===== src/rtl/tpu_tiled_ctrl.sv =====
// Tiled matrix-multiply controller: streams SA_DIM-wide operand groups from A/B into an
// SA_DIM x SA_DIM array, then writes (or accumulates) each result tile back to C row by row.
module tpu_tiled_ctrl #(
   parameter int SA_DIM = 4,
   parameter int DATA_W = 8,
   parameter int ACC_W  = 32,
   parameter int IDX_W  = 16,
   parameter int DIM_W  = 10
) (
   input  logic                              clk,
   input  logic                              rst,
   input  logic                              in_valid,
   input  logic [DIM_W-1:0]                  K,
   input  logic [DIM_W-1:0]                  M,
   input  logic [DIM_W-1:0]                  N,
   input  logic                              acc_mode,
   input  logic signed [8:0]                 input_offset,
   output logic                              busy,
   output logic                              done,
   output logic [IDX_W-1:0]                  A_index,
   output logic [IDX_W-1:0]                  B_index,
   input  logic [SA_DIM*DATA_W-1:0]          A_data_out,
   input  logic [SA_DIM*DATA_W-1:0]          B_data_out,
   output logic                              C_wr_en,
   output logic [IDX_W-1:0]                  C_index,
   output logic [SA_DIM*ACC_W-1:0]           C_data_in,
   input  logic [SA_DIM*ACC_W-1:0]           C_data_out,
   output logic                              sa_in_valid,
   output logic                              sa_clear,
   output logic [SA_DIM*SA_DIM*DATA_W-1:0]   sa_row_in,
   output logic [SA_DIM*SA_DIM*DATA_W-1:0]   sa_col_in,
   input  logic [SA_DIM*SA_DIM*ACC_W-1:0]    sa_data_out,
   input  logic                              sa_busy
);

   localparam int RW = SA_DIM * DATA_W;
   localparam int CW = SA_DIM * ACC_W;
   localparam int JW = (SA_DIM > 1) ? $clog2(SA_DIM) : 1;
   localparam int EW = DIM_W + 2;

   typedef enum logic [3:0] {
      IDLE, CLR, CLR_WAIT, RD_ADDR, RD_DATA, SA_START, SA_WAIT, C_RD, C_WR, NEXT, DONE
   } state_t;

   state_t                     state;
   logic [DIM_W-1:0]           k_len, m_len, n_len, tr, tc;
   logic                       acc_q;
   logic [EW-1:0]              k_base;
   logic [JW-1:0]              j, row;
   logic [SA_DIM*RW-1:0]       a_buf, b_buf;
   logic [SA_DIM*CW-1:0]       c_buf;
   logic [IDX_W-1:0]           a_base, b_base, c_base;
   logic                       last_tr, last_tc;
   logic [CW-1:0]              c_row;

   // The offset is applied inside the array; the controller has no use for it.
   logic unused_offset;
   assign unused_offset = ^input_offset;

   assign a_base  = IDX_W'(tr) * IDX_W'(k_len);
   assign b_base  = IDX_W'(tc) * IDX_W'(k_len);
   assign c_base  = IDX_W'(tc) * IDX_W'(m_len) + IDX_W'(tr) * IDX_W'(SA_DIM);
   assign last_tr = (EW'(tr) + EW'(1)) * EW'(SA_DIM) >= EW'(m_len);
   assign last_tc = (EW'(tc) + EW'(1)) * EW'(SA_DIM) >= EW'(n_len);

   assign sa_row_in = a_buf;
   assign sa_col_in = b_buf;
   assign c_row     = c_buf[int'(row)*CW +: CW];

   for (genvar e = 0; e < SA_DIM; e++) begin : g_wdata
      assign C_data_in[e*ACC_W +: ACC_W] = !C_wr_en ? '0 :
         acc_q ? C_data_out[e*ACC_W +: ACC_W] + c_row[e*ACC_W +: ACC_W]
               : c_row[e*ACC_W +: ACC_W];
   end

   function automatic logic row_ok(input logic [JW-1:0] r);
      return EW'(tr) * EW'(SA_DIM) + EW'(r) < EW'(m_len);
   endfunction

   always_ff @(posedge clk or posedge rst) begin
      if (rst) begin
         // NOTE: operand and result buffers are reset as well, so nothing from an aborted job
         // can leak onto the array or C ports afterwards.
         state       <= IDLE;
         k_len       <= '0;
         m_len       <= '0;
         n_len       <= '0;
         acc_q       <= 1'b0;
         tr          <= '0;
         tc          <= '0;
         k_base      <= '0;
         j           <= '0;
         row         <= '0;
         a_buf       <= '0;
         b_buf       <= '0;
         c_buf       <= '0;
         busy        <= 1'b0;
         done        <= 1'b0;
         A_index     <= '0;
         B_index     <= '0;
         C_wr_en     <= 1'b0;
         C_index     <= '0;
         sa_in_valid <= 1'b0;
         sa_clear    <= 1'b0;
      end else begin
         case (state)
            IDLE: if (in_valid) begin
               k_len  <= K;
               m_len  <= M;
               n_len  <= N;
               acc_q  <= acc_mode;
               busy   <= 1'b1;
               tr     <= '0;
               tc     <= '0;
               k_base <= '0;
               if (K == '0 || M == '0 || N == '0) begin
                  done  <= 1'b1;
                  state <= DONE;
               end else begin
                  sa_clear <= 1'b1;
                  state    <= CLR;
               end
            end
            CLR: begin
               sa_clear <= 1'b0;
               state    <= CLR_WAIT;
            end
            CLR_WAIT: if (!sa_busy) begin
               j       <= '0;
               A_index <= a_base + IDX_W'(k_base);
               B_index <= b_base + IDX_W'(k_base);
               state   <= RD_ADDR;
            end
            RD_ADDR: state <= RD_DATA;
            RD_DATA: begin
               // Slots past the end of K are zero so a partial group adds nothing.
               if (k_base + EW'(j) < EW'(k_len)) begin
                  a_buf[int'(j)*RW +: RW] <= A_data_out;
                  b_buf[int'(j)*RW +: RW] <= B_data_out;
               end else begin
                  a_buf[int'(j)*RW +: RW] <= '0;
                  b_buf[int'(j)*RW +: RW] <= '0;
               end
               if (j == JW'(SA_DIM - 1)) begin
                  sa_in_valid <= 1'b1;
                  state       <= SA_START;
               end else begin
                  j       <= j + JW'(1);
                  A_index <= A_index + IDX_W'(1);
                  B_index <= B_index + IDX_W'(1);
                  state   <= RD_ADDR;
               end
            end
            SA_START: begin
               sa_in_valid <= 1'b0;
               k_base      <= k_base + EW'(SA_DIM);
               state       <= SA_WAIT;
            end
            SA_WAIT: if (!sa_busy) begin
               c_buf <= sa_data_out;
               if (k_base < EW'(k_len)) begin
                  j       <= '0;
                  A_index <= a_base + IDX_W'(k_base);
                  B_index <= b_base + IDX_W'(k_base);
                  state   <= RD_ADDR;
               end else begin
                  row     <= '0;
                  C_index <= c_base;
                  if (acc_q) begin
                     state <= C_RD;
                  end else begin
                     C_wr_en <= row_ok('0);
                     state   <= C_WR;
                  end
               end
            end
            C_RD: begin
               C_wr_en <= row_ok(row);
               state   <= C_WR;
            end
            C_WR: begin
               if (row == JW'(SA_DIM - 1)) begin
                  C_wr_en <= 1'b0;
                  state   <= NEXT;
               end else begin
                  row     <= row + JW'(1);
                  C_index <= C_index + IDX_W'(1);
                  if (acc_q) begin
                     C_wr_en <= 1'b0;
                     state   <= C_RD;
                  end else begin
                     C_wr_en <= row_ok(row + JW'(1));
                  end
               end
            end
            NEXT: begin
               k_base <= '0;
               if (!last_tr) begin
                  tr       <= tr + DIM_W'(1);
                  sa_clear <= 1'b1;
                  state    <= CLR;
               end else if (!last_tc) begin
                  tr       <= '0;
                  tc       <= tc + DIM_W'(1);
                  sa_clear <= 1'b1;
                  state    <= CLR;
               end else begin
                  done  <= 1'b1;
                  state <= DONE;
               end
            end
            DONE: begin
               done  <= 1'b0;
               busy  <= 1'b0;
               state <= IDLE;
            end
            default: state <= IDLE;
         endcase
      end
   end

endmodule

===== config.mk =====
export PLATFORM = sky130hd
export DESIGN_NAME = tpu_tiled_ctrl
export DESIGN_NICKNAME = d
export VERILOG_FILES = /design/src/rtl/tpu_tiled_ctrl.sv
export SDC_FILE = /design/constraint.sdc
export NUM_CORES = 2
export LEC_CHECK = 0
export ABC_CLOCK_PERIOD_IN_PS = 41800
export CORE_AREA = 2 2 462 464
export DETAILED_ROUTE_END_ITERATION = 12
export DIE_AREA = 0 0 464 466
export DONT_BUFFER_PORTS = 1
export HOLD_SLACK_MARGIN = 0.02
export PLACE_DENSITY = 0.38
export SKIP_CTS_REPAIR_TIMING = 1
export SLEW_MARGIN = 20
export SYNTH_ARGS = -nofsm -noshare
export SYNTH_HDL_FRONTEND = slang
export SYNTH_SLANG_ARGS = --single-unit

===== constraint.sdc =====
create_clock -name clk -period 41.8 [get_ports clk]
set_input_delay 8.36 -clock clk [delete_from_list [all_inputs] [get_ports clk]]
set_output_delay 8.36 -clock clk [all_outputs]
set_load 0.02 [all_outputs]

==> reports/metrics.yaml <==
timing.fmax_ghz: 0.04725
clk_pin_slew_ns: 0.06
cts_root_buffer: "clkbuf_16"
synth_area_leaders: "dfrtp_1 40%, mux2_2 10%, fa_1 7.6%, ha_1 6.6%, mux4_2 5.2%"
r2r_end: "A_index[12]"
synth_edf_count: 0
instances_no_fill: 7889
syn_inst: 4968
path_max_fanout: 4
rsz0062_at_grt: "no"
yosysTopAreaCell: "dfrtp_1"
core-area_um2: 211200
grt_overflow: 0
place_inst: 7595
cts_tree: "yes"
first_global_vias: 40706
drive_above_1_share: 0.2295
synth_fa_ha_area_frac: 0.1421
insertion_delay_ns: 0.80
seq_area_frac_synth: 0.4009
vias_per_cell: 5.050
timing.rr.start: "k_len[1]"
hp-start: "tc[8]"
initial_core_util: 0.2630
hold_viol_final: 0
worstPathArrival_ns: 12.81
leakage_uw: 0.02828
synth_ff_type: "dfrtp_1"
critPathRequiredTime_ns: 33.44
worst_setup_path_end_kind: "primary output"
hold_class: "reg -> reg"
first_iter_violations: 2512
gp_congestion: 0.8875
maxSlewHeadroom: 0.2172
clock-sinks: 890
track_usage: 0.2135
grt_max_degree: 174
fin_skew_ns: 0.06205
fin_crit_ns: 21.17
hold_ws_ns: 0.4839
antenna_left: 0
cts_buffer_depth: 3
cts_buffers: 113
yosys_warnings: 0
syn_avg_cell_area_um2: 11.18
period_share: 0.5063
start_kind: "primary input"
syn2layout_area_growth_pct: 12.76
nets: 6142
hold-path-endpoint: "tc[8]"
drv_slew: 0
avgRoutedWirePerCell_um: 29.95
fin_total_pwr_uw: 4506
p_per_area_nw_per_um2: 71.93
via_count: 39842
hpwl_um: 184900
netlist_area_um2: 55560
die_w_um: 464
die_h_um: 466
peakVddDrop_uv: 42.42
synth-simple-area-share: 0.08654
finalSetupTns_ns: 0
critPathKind: "in -> out"
portBuffers: 0
antenna_found_initial: 224
max_cap_viol_count: 0
wl_um: 236200
ioPinCount: 1185
synth_cell_types: 73
ys_ff_latch: 890
grt_pass1_wl_um: 329900
dieArea_um2: 216200
drt_pass1_iterations: 7
tightestPinTransition_ns: 1.164
reg2reg_setup_slack_ns: 35.84
yosys-mux-area-fraction: 0.1611
reg2reg_depth: 20
synth_top_area_share: 0.4009
synth_xor_area_frac: 0.02916
finalSetupViolCount: 0
run_status: "complete, no violations"
holdPathStages: 1
synth_compound_area_frac: 0.1315
drc: 0
rows: 169
synth_top_family_by_area: "multiplexers"
htree_levels: 3
synth-async-reset-ratio: 1.000
==> registers in the layout (all words and copies together) (netlist names), 2 cells and up <==
signal,flops
A_index,16
B_index,16
C_index,16
c_buf,512
j,2
k_base,10
k_len,10
m_len,10
n_len,10
row,2
sa_col_in,128
sa_row_in,128
state,4
tc,10
tr,10
==> where the power goes <==
group	total, µW	internal [µW]	switching (µW)
combinational	1970	834	1140
clock	1030	595	433
sequential	1510	1160	345
total	4510	2590	1910
==> cell families (layout without fill, tap and decap cells) <==
family                     Yosys count  count (layout)
buffers and inverters              671             686
and+or+nand+nor                   1018            1018
AOI/OAI and AO/OA                 1027            1027
xor gates and xnor gates           185             185
adders and majority gates          505             505
DFF                                890             890
other                                2              87
muxes                              670             670
==> cell usage after synthesis, drive strengths merged (24+ instances only) <==
library cell	instances
dfrtp	890
mux2	512
nand2	417
inv	395
ha	295
a22o	267
o21ai	238
clkbuf	223
fa	210
a21oi	206
nor2	176
and2	138
mux4	128
xnor2	120
a21o	74
xor2	65
nor2b	60
buf	52
nand3	52
a21boi	48
nor3	43
mux2i	30
o21a	30
and3	29
a31oi	24
nand2b	24
==> how the worst max path moves through the flow <==
stage	startpoint	endpoint	slack [ns]
after detailed placement	C_data_out[0]	C_data_in[30]	20.49
after global routing	C_data_out[0]	C_data_in[30]	20.38
after CTS	C_data_out[0]	C_data_in[30]	20.43
after global placement	C_data_out[0]	C_data_in[30]	20.48
after floorplan	rst	A_index[0]	8.42
final	C_data_out[0]	C_data_in[30]	20.63
==> critical path: stages <==
cell and delay, ns:
ha_1 0.18, inv_1 0.06, fa_1 0.41, nor2b_1 0.13, o21a_1 0.15, o21ai_0 0.21, a2111oi_1 0.80, o2111ai_1 0.23
a21boi_0 0.38, o2111ai_1 0.22, a311oi_1 0.42, a221oi_1 0.18, xor2_1 0.17, o21ai_0 0.89
==> layout by cell type (no fill, tap or decap), types with 24 or more instances in the layout <==
cell and instances:
fa_1 210, nor3_1 40, a31oi_1 24, and3_1 29, nand2b_1 24, a21o_1 73
clkbuf_16 113, mux2i_1 30, nand3_1 52, nor2b_1 59, clkbuf_1 29, clkbuf_8 25
o21a_1 30, xnor2_1 120, a21oi_1 206, inv_1 393, buf_4 75, a21boi_0 41
and2_1 137, diode_2 83, nor2_1 175, a22o_2 200, a22o_1 67, nand2_1 412
dfrtp_1 886, ha_1 295, xor2_1 65, mux2_2 512, o21ai_0 235, mux4_2 128
==> per-stage QoR <==
step	cell area [µm²]	setup slack [ns]	utilization
final	62650	20.63	0.2966
after global routing	62530	20.38	0.2960
after CTS	62440	20.43	0.2956
after detailed placement	58580	20.49	0.2773
after global placement	58580	20.48	0.2773
after floorplan	55570	8.423	-
==> layer usage <==
metal	global-route usage	part of all wire
met1	0.2511	0.39
met2	0.3584	0.48
met3	0.08398	0.095
met4	0.06219	0.032
met5	0	0.0033
==> layout make-up <==
cell class	instances	area, µm²
clock inverter	44	575.6
multi-input combinational	3409	30640
antenna	83	207.7
clock buffer	167	3281
timing repair buffer	79	634.4
sequential	890	22290
inverter	396	1496
tap	2821	3530
fill	21764	148600
Note: power is estimated with default switching activity, not from simulation.
